$ cat config.mk
export PLATFORM = sky130hd
export DESIGN_NAME = frame_egress_ctrl
export DESIGN_NICKNAME = d
export VERILOG_FILES = /design/src/rtl/frame_egress_ctrl.sv
export SDC_FILE = /design/constraint.sdc
export NUM_CORES = 1
export LEC_CHECK = 0
export ABC_AREA = 1
export CAP_MARGIN = 10
export CORE_MARGIN = 4
export CORE_UTILIZATION = 51
export CTS_BUF_LIST = sky130_fd_sc_hd__clkbuf_16
export DETAILED_ROUTE_END_ITERATION = 8
export GPL_TIMING_DRIVEN = 0
export PLACE_DENSITY = 0.91
export SYNTH_ARGS = -nofsm -noshare
export SYNTH_HDL_FRONTEND = slang
export SYNTH_SLANG_ARGS = --single-unit
$ cat constraint.sdc
create_clock -name clk -period 2.8 [get_ports clk]
set_input_delay 0.7 -clock clk [delete_from_list [all_inputs] [get_ports clk]]
set_output_delay 0.7 -clock clk [all_outputs]
set_load 0.005 [all_outputs]
$ cat src/rtl/frame_egress_ctrl.sv
// frame_egress_ctrl
//   Pops per-frame descriptors from the sideband FIFO and streams each frame
//   out of the frame buffer as an AXI-Stream byte stream tagged with its
//   destination. The committed read pointer handed back to the frame-buffer
//   writer only advances once a frame's last byte has been accepted, or when
//   a zero-length descriptor is discarded.
//
// Ports
//   clk, reset        : single clock, synchronous active-high reset
//   sb_empty/sb_ren   : sideband FIFO status / read strobe (rdata next cycle)
//   sb_rdata          : descriptor {zero pad, end pointer, dest}
//   fb_ren/fb_raddr   : frame buffer read port (data one cycle later)
//   fb_rdata          : frame buffer read data
//   fb_rptr           : committed read pointer (wrap bit in MSB)
//   m_t*              : AXI-Stream egress (data, valid, ready, last, dest)
module frame_egress_ctrl #(
  parameter int ADDR_WIDTH = 11,
  parameter int DEST_WIDTH = 2
) (
  input  logic                  clk,
  input  logic                  reset,
  input  logic                  sb_empty,
  output logic                  sb_ren,
  input  logic [19:0]           sb_rdata,
  output logic                  fb_ren,
  output logic [ADDR_WIDTH-1:0] fb_raddr,
  input  logic [7:0]            fb_rdata,
  output logic [ADDR_WIDTH:0]   fb_rptr,
  output logic [7:0]            m_tdata,
  output logic                  m_tvalid,
  input  logic                  m_tready,
  output logic                  m_tlast,
  output logic [DEST_WIDTH-1:0] m_tdest
);

  localparam int PW = ADDR_WIDTH + 1;
  localparam logic [PW-1:0] PTR_ONE = PW'(1);

  typedef enum logic [2:0] {
    S_IDLE,
    S_POP,
    S_LOAD,
    S_STREAM,
    S_DRAIN
  } state_t;

  state_t                state_q, state_d;
  logic [PW-1:0]         rd_ptr_q, rd_ptr_d;
  logic [PW-1:0]         end_ptr_q, end_ptr_d;
  logic [PW-1:0]         fb_rptr_q, fb_rptr_d;
  logic [DEST_WIDTH-1:0] dest_q, dest_d;
  logic [DEST_WIDTH-1:0] tdest_q, tdest_d;

  // One read may be in flight; its last flag travels with it.
  logic infl_q, infl_last_q;

  // Two-entry output skid buffer.
  logic [7:0] sk_data_q [2];
  logic       sk_last_q [2];
  logic       sk_wr_q, sk_rd_q;
  logic [1:0] sk_cnt_q, sk_cnt_d;

  logic [PW-1:0]         desc_end;
  logic [DEST_WIDTH-1:0] desc_dest;
  logic                  pop, space_ok, fetch_en, tlast_hs;

  logic unused_sb_bits;
  assign unused_sb_bits = ^sb_rdata[19:ADDR_WIDTH+DEST_WIDTH+1];

  assign desc_end  = sb_rdata[ADDR_WIDTH+DEST_WIDTH:DEST_WIDTH];
  assign desc_dest = sb_rdata[DEST_WIDTH-1:0];

  assign m_tvalid = (sk_cnt_q != 2'd0);
  assign m_tdata  = m_tvalid ? sk_data_q[sk_rd_q] : 8'h00;
  assign m_tlast  = m_tvalid & sk_last_q[sk_rd_q];
  assign m_tdest  = tdest_q;
  assign fb_rptr  = fb_rptr_q;

  assign pop      = m_tvalid & m_tready;
  assign tlast_hs = pop & m_tlast;

  // Occupancy is counted after this cycle's pop so that a byte leaving and
  // a new read issuing can overlap, giving one byte per cycle.
  assign space_ok = ({1'b0, sk_cnt_q} + {2'b00, infl_q}) < (3'd2 + {2'b00, pop});
  assign fetch_en = ((state_q == S_LOAD) || (state_q == S_STREAM)) &&
                    (rd_ptr_q != end_ptr_q) && space_ok;

  assign fb_ren   = fetch_en;
  assign fb_raddr = rd_ptr_q[ADDR_WIDTH-1:0];
  assign rd_ptr_d = rd_ptr_q + (fetch_en ? PTR_ONE : '0);
  assign sk_cnt_d = sk_cnt_q + {1'b0, infl_q} - {1'b0, pop};

  always_comb begin
    state_d   = state_q;
    sb_ren    = 1'b0;
    end_ptr_d = end_ptr_q;
    dest_d    = dest_q;
    tdest_d   = tdest_q;
    fb_rptr_d = fb_rptr_q;
    case (state_q)
      S_IDLE: begin
        if (!sb_empty) begin
          sb_ren  = 1'b1;
          state_d = S_POP;
        end
      end
      S_POP: begin
        end_ptr_d = desc_end;
        dest_d    = desc_dest;
        state_d   = S_LOAD;
      end
      S_LOAD: begin
        // The first read of a non-empty frame issues here via fetch_en.
        if (end_ptr_q == rd_ptr_q) begin
          fb_rptr_d = end_ptr_q;
          state_d   = S_IDLE;
        end else begin
          tdest_d = dest_q;
          state_d = S_STREAM;
        end
      end
      S_STREAM: begin
        if (rd_ptr_q == end_ptr_q) state_d = S_DRAIN;
      end
      S_DRAIN: begin
        // Popping the next descriptor on the tlast beat skips IDLE.
        if (tlast_hs) begin
          fb_rptr_d = end_ptr_q;
          if (!sb_empty) begin
            sb_ren  = 1'b1;
            state_d = S_POP;
          end else begin
            state_d = S_IDLE;
          end
        end
      end
      default: state_d = S_IDLE;
    endcase
  end

  always_ff @(posedge clk) begin
    if (reset) begin
      state_q     <= S_IDLE;
      rd_ptr_q    <= '0;
      end_ptr_q   <= '0;
      fb_rptr_q   <= '0;
      dest_q      <= '0;
      tdest_q     <= '0;
      infl_q      <= 1'b0;
      infl_last_q <= 1'b0;
      sk_cnt_q    <= 2'd0;
      sk_wr_q     <= 1'b0;
      sk_rd_q     <= 1'b0;
    end else begin
      state_q     <= state_d;
      rd_ptr_q    <= rd_ptr_d;
      end_ptr_q   <= end_ptr_d;
      fb_rptr_q   <= fb_rptr_d;
      dest_q      <= dest_d;
      tdest_q     <= tdest_d;
      infl_q      <= fetch_en;
      infl_last_q <= ((rd_ptr_q + PTR_ONE) == end_ptr_q);
      sk_cnt_q    <= sk_cnt_d;
      if (infl_q) sk_wr_q <= ~sk_wr_q;
      if (pop)    sk_rd_q <= ~sk_rd_q;
    end
  end

  // Skid storage holds data only; validity lives in sk_cnt_q.
  always_ff @(posedge clk) begin
    if (infl_q) begin
      sk_data_q[sk_wr_q] <= fb_rdata;
      sk_last_q[sk_wr_q] <= infl_last_q;
    end
  end

endmodule

==> flow_summary_export.csv <==
group,metric,value,unit
finish,post-route-util,69.4,%
synth,synth.area.top_cells,"dfxtp_1 (30%), edfxtp_1 (16%), nand2_1 (8.7%), a21oi_1 (6.1%), nor2_1 (5.1%)",
timing,maxSlewViolCount,0,
cts,worstSkewPairLatency,0.33,ns
timing,skew,0.00781,ns
setup_path,critPathMaxFanout,5,
synth,synth-xor-area-share,3.41,%
routing,vias_per_cell,5.37,
timing,rsz0062_at_grt,"yes",
timing,min_period,2.72,ns
synth,synth_top_family_by_area,"simple AND/OR/NAND/NOR gates",
setup_path,crit_type,"reg -> out",
placed_design,gp_congestion,0.884,
finish,layout-drive-gt1-share,16.0,%
timing,timing.final.crit_share,97.1,%
routing,ant_nets,0,
synth,synth.top_cell.area_share,30.0,%
cts,root_buffer,"clkbuf_16",
grt,grt_usage,21.1,%
synth,avgSynthCellArea,8.07,um2
routing,drt_iter0_drc,210,
timing,worstMarginPinSlew,0.757,ns
routing,routed_wl,8.15,mm
synth,synth-seq-area-share,46.2,%
cts,clk_pin_slew,0.05,ns
power,power,3.85,mW
setup_path,required,2.10,ns
setup_path,endpoint_kind,"output port",
cts,numClockSinks,68,
floorplan,die_w,88.9,um
grt,grt_pass1_wl,12.8,mm
placed_design,dpl_cell_area,0.00406,mm2
synth,synthSimpleGateAreaFrac,23.2,%
synth,postSynthCellCount,414,
finish,finalInstanceArea,0.00441,mm2
synth,yosys_warnings,0,
grt,grt_pass1_vias,2828,
setup_path,rrSetupSlack,0.31,ns
floorplan,die_h,88.9,um
routing,drcViolationCount,0,
power,power_density,874,mW/mm2
placed_design,dpl.hpwl,5.78,mm
hold_path,min_path_type,"reg -> reg",
synth,synth_compound_area_share,13.4,%
setup_path,regToRegEndpoint,"rd_ptr_q[8]$_SDFF_PP0_",
routing,dr.pass1.iters,5,
hold_path,hold_path.startpoint,"infl_last_q$_SDFF_PP0_",
floorplan,core,0.00635,mm2
timing,setup_violations,0,
power,ir_worst_vdd,0.506,mV
placed_design,port_buffers,62,
synth,synth_top_area_cell,"dfxtp_1",
setup_path,r2r.worst_path.cells,13,
floorplan,rows,29,
synth,ys_ff_latch,68,
synth,syn-num-nets,453,
routing,wl_per_cell,14.3,um
hold_path,hold_end,"sk_last_q[0]$_DFFE_PP_",
synth,synth_mux_area_share,0,%
power,leakage,1.80,nW
setup_path,r2r_start,"infl_q$_SDFF_PP0_",
floorplan,fp.dieArea,0.00791,mm2
finish,nFillCells,482,
synth,synth_cell_type_count,37,
cts,clk_path_buf_depth,2,
timing,final_hold_viol_count,0,
floorplan,initial_core_util,52.6,%
grt,grt_max_degree,13,
setup_path,critPathLaunchType,"flop",
run_status,status,"completed",
synth,netlist_area,0.00334,mm2
finish,area_delta_synth_final,31.9,%
grt,grt_antenna_before_repair,0,
timing,max_freq,0.368,GHz
cts,cts_tree,"built",
hold_path,holdPathStages,0,
finish,fin_nets,527,
setup_path,worst_ep_arrival_time,2.02,ns
cts,cts_buffers,9,
grt,grt_remaining_overflow,0,
floorplan,boundaryPins,69,
timing,slew_headroom,49.4,%
finish,antenna_cells,0,
cts,htree_num_levels,3,
synth,yosys.area_share.adder,2.62,%
routing,vias,3061,
job,max_cap_viol_count,0,
[critical path, cell delays in order, from the launching register on]
cell and delay [ns]:
dfxtp_2 0.34, ha_1 0.29, or2_1 0.24, a21oi_2 0.15
nand3_2 0.10, inv_2 0.07, clkdlybuf4s50_1 0.49
[metrics by stage]
stage	instances	hold WS, ns	setup WS [ns]	TNS (ns)
4_1_cts	570	0.440	0.00951	0
3_5_place_dp	553	0.428	-0.295	-0.996
3_3_place_gp	553	0.414	-0.253	-0.763
6_report	570	0.437	0.0824	0
5_1_grt	570	0.451	0.00818	0
2_1_floorplan	414	0.404	0.578	0
[metal layers]
layer  vias up  GRT usage [%]  routed length (um)
met5         -              0                   0
met4         0           11.5                 233
met3        24           4.52                 593
met2       141           36.8                4080
met1      1406           24.1                3240
li1       1490              -                   -
[cell usage in the layout, fill, tap and decap left out, types with 3 or more instances in the layout]
master           instances
nand2_1                 76
clkdlybuf4s50_1         61
nor2_1                  45
dfxtp_1                 43
inv_1                   40
a21oi_1                 40
nand3_1                 24
o21ai_0                 21
edfxtp_1                18
buf_4                   15
clkbuf_16               11
inv_2                    8
ha_1                     7
dfxtp_2                  7
nand2_2                  6
a21oi_2                  6
xnor2_1                  6
clkbuf_1                 6
nor2_2                   5
xor2_1                   5
nor3_1                   4
o21ai_1                  4
nor2_4                   3
nand3_2                  3
[area by class of cell]
cell class                      instances  area, um2  area share (%)
Clock inverter                          5       30.0           0.682
Sequential cell                        68       1550            35.2
Buffer                                 24        188            4.26
Clock buffer                           11        275            6.25
Inverter                               49        189            4.29
Tap cell                               77       96.3            2.19
Timing Repair Buffer                   63        629            14.3
Multi-Input combinational cell        273       1450            32.9
[logic make-up after synthesis]
group | count (synthesis)
xor+xnor | 13
compound gates | 81
simple gates | 172
fa+ha+maj | 7
buf+inv | 73
flops | 68
[repair_timing]
item / 4_1_cts / 5_1_grt
setup buffers: 1 / 0
hold buffers: 0 / 0
pin swaps: 2 / 1
endpoints found under the setup margin: 1 / 2
resized for setup: 7 / 11
[power by group]
group | switching [mW] | total [mW] | internal (mW)
clock | 0.416 | 1.12 | 0.702
sequential | 0.140 | 1.36 | 1.22
combinational | 0.756 | 1.37 | 0.616
[sequential cells by signal (all words and copies together), names as in the netlist, named ones only]
name and flops:
sk_data_q 16, end_ptr_q 12, fb_rptr 12, rd_ptr_q 12
state_q 3, dest_q 2, m_tdest 2, sk_cnt_q 2
sk_last_q 2, infl_last_q 1, infl_q 1, sk_rd_q 1
sk_wr_q 1
[how the worst max path moves through the flow]
stage / slack (ns) / end / start
2_1_floorplan: 0.58 / rd_ptr_q[8]$_SDFF_PP0_ / m_tready
4_1_cts: 0.01 / fb_ren / infl_q$_SDFF_PP0_
5_1_grt: 0.008 / fb_ren / rd_ptr_q[7]$_SDFF_PP0_
6_report: 0.08 / fb_ren / infl_q$_SDFF_PP0_
3_3_place_gp: -0.25 / fb_ren / m_tready
3_5_place_dp: -0.29 / fb_ren / m_tready
[Yosys cell counts]
library cell   n
clkbuf_8       1
o21ai_0       21
a21boi_1       1
nand3_1       25
nor2_1        45
buf_12         1
a21oi_1       41
nand2_4        2
nor2_2         5
a21boi_0       1
a31oi_1        2
nand4_1        2
nand2_1       77
inv_1         41
xor2_1         5
o21bai_1       2
ha_1           7
buf_8          1
o211ai_1       1
o21ai_1        4
inv_2          7
clkbuf_1       6
nand2_2        5
or2_0          1
a22oi_1        2
edfxtp_1      18
a21oi_2        5
inv_6          1
buf_6          1
xnor2_1        8
nand4_2        1
nand3_2        2
nor2_4         3
dfxtp_1       50
buf_4         14
nor3_1         4
a21o_1         1
No activity file was read; power rests on OpenSTA's default activity.
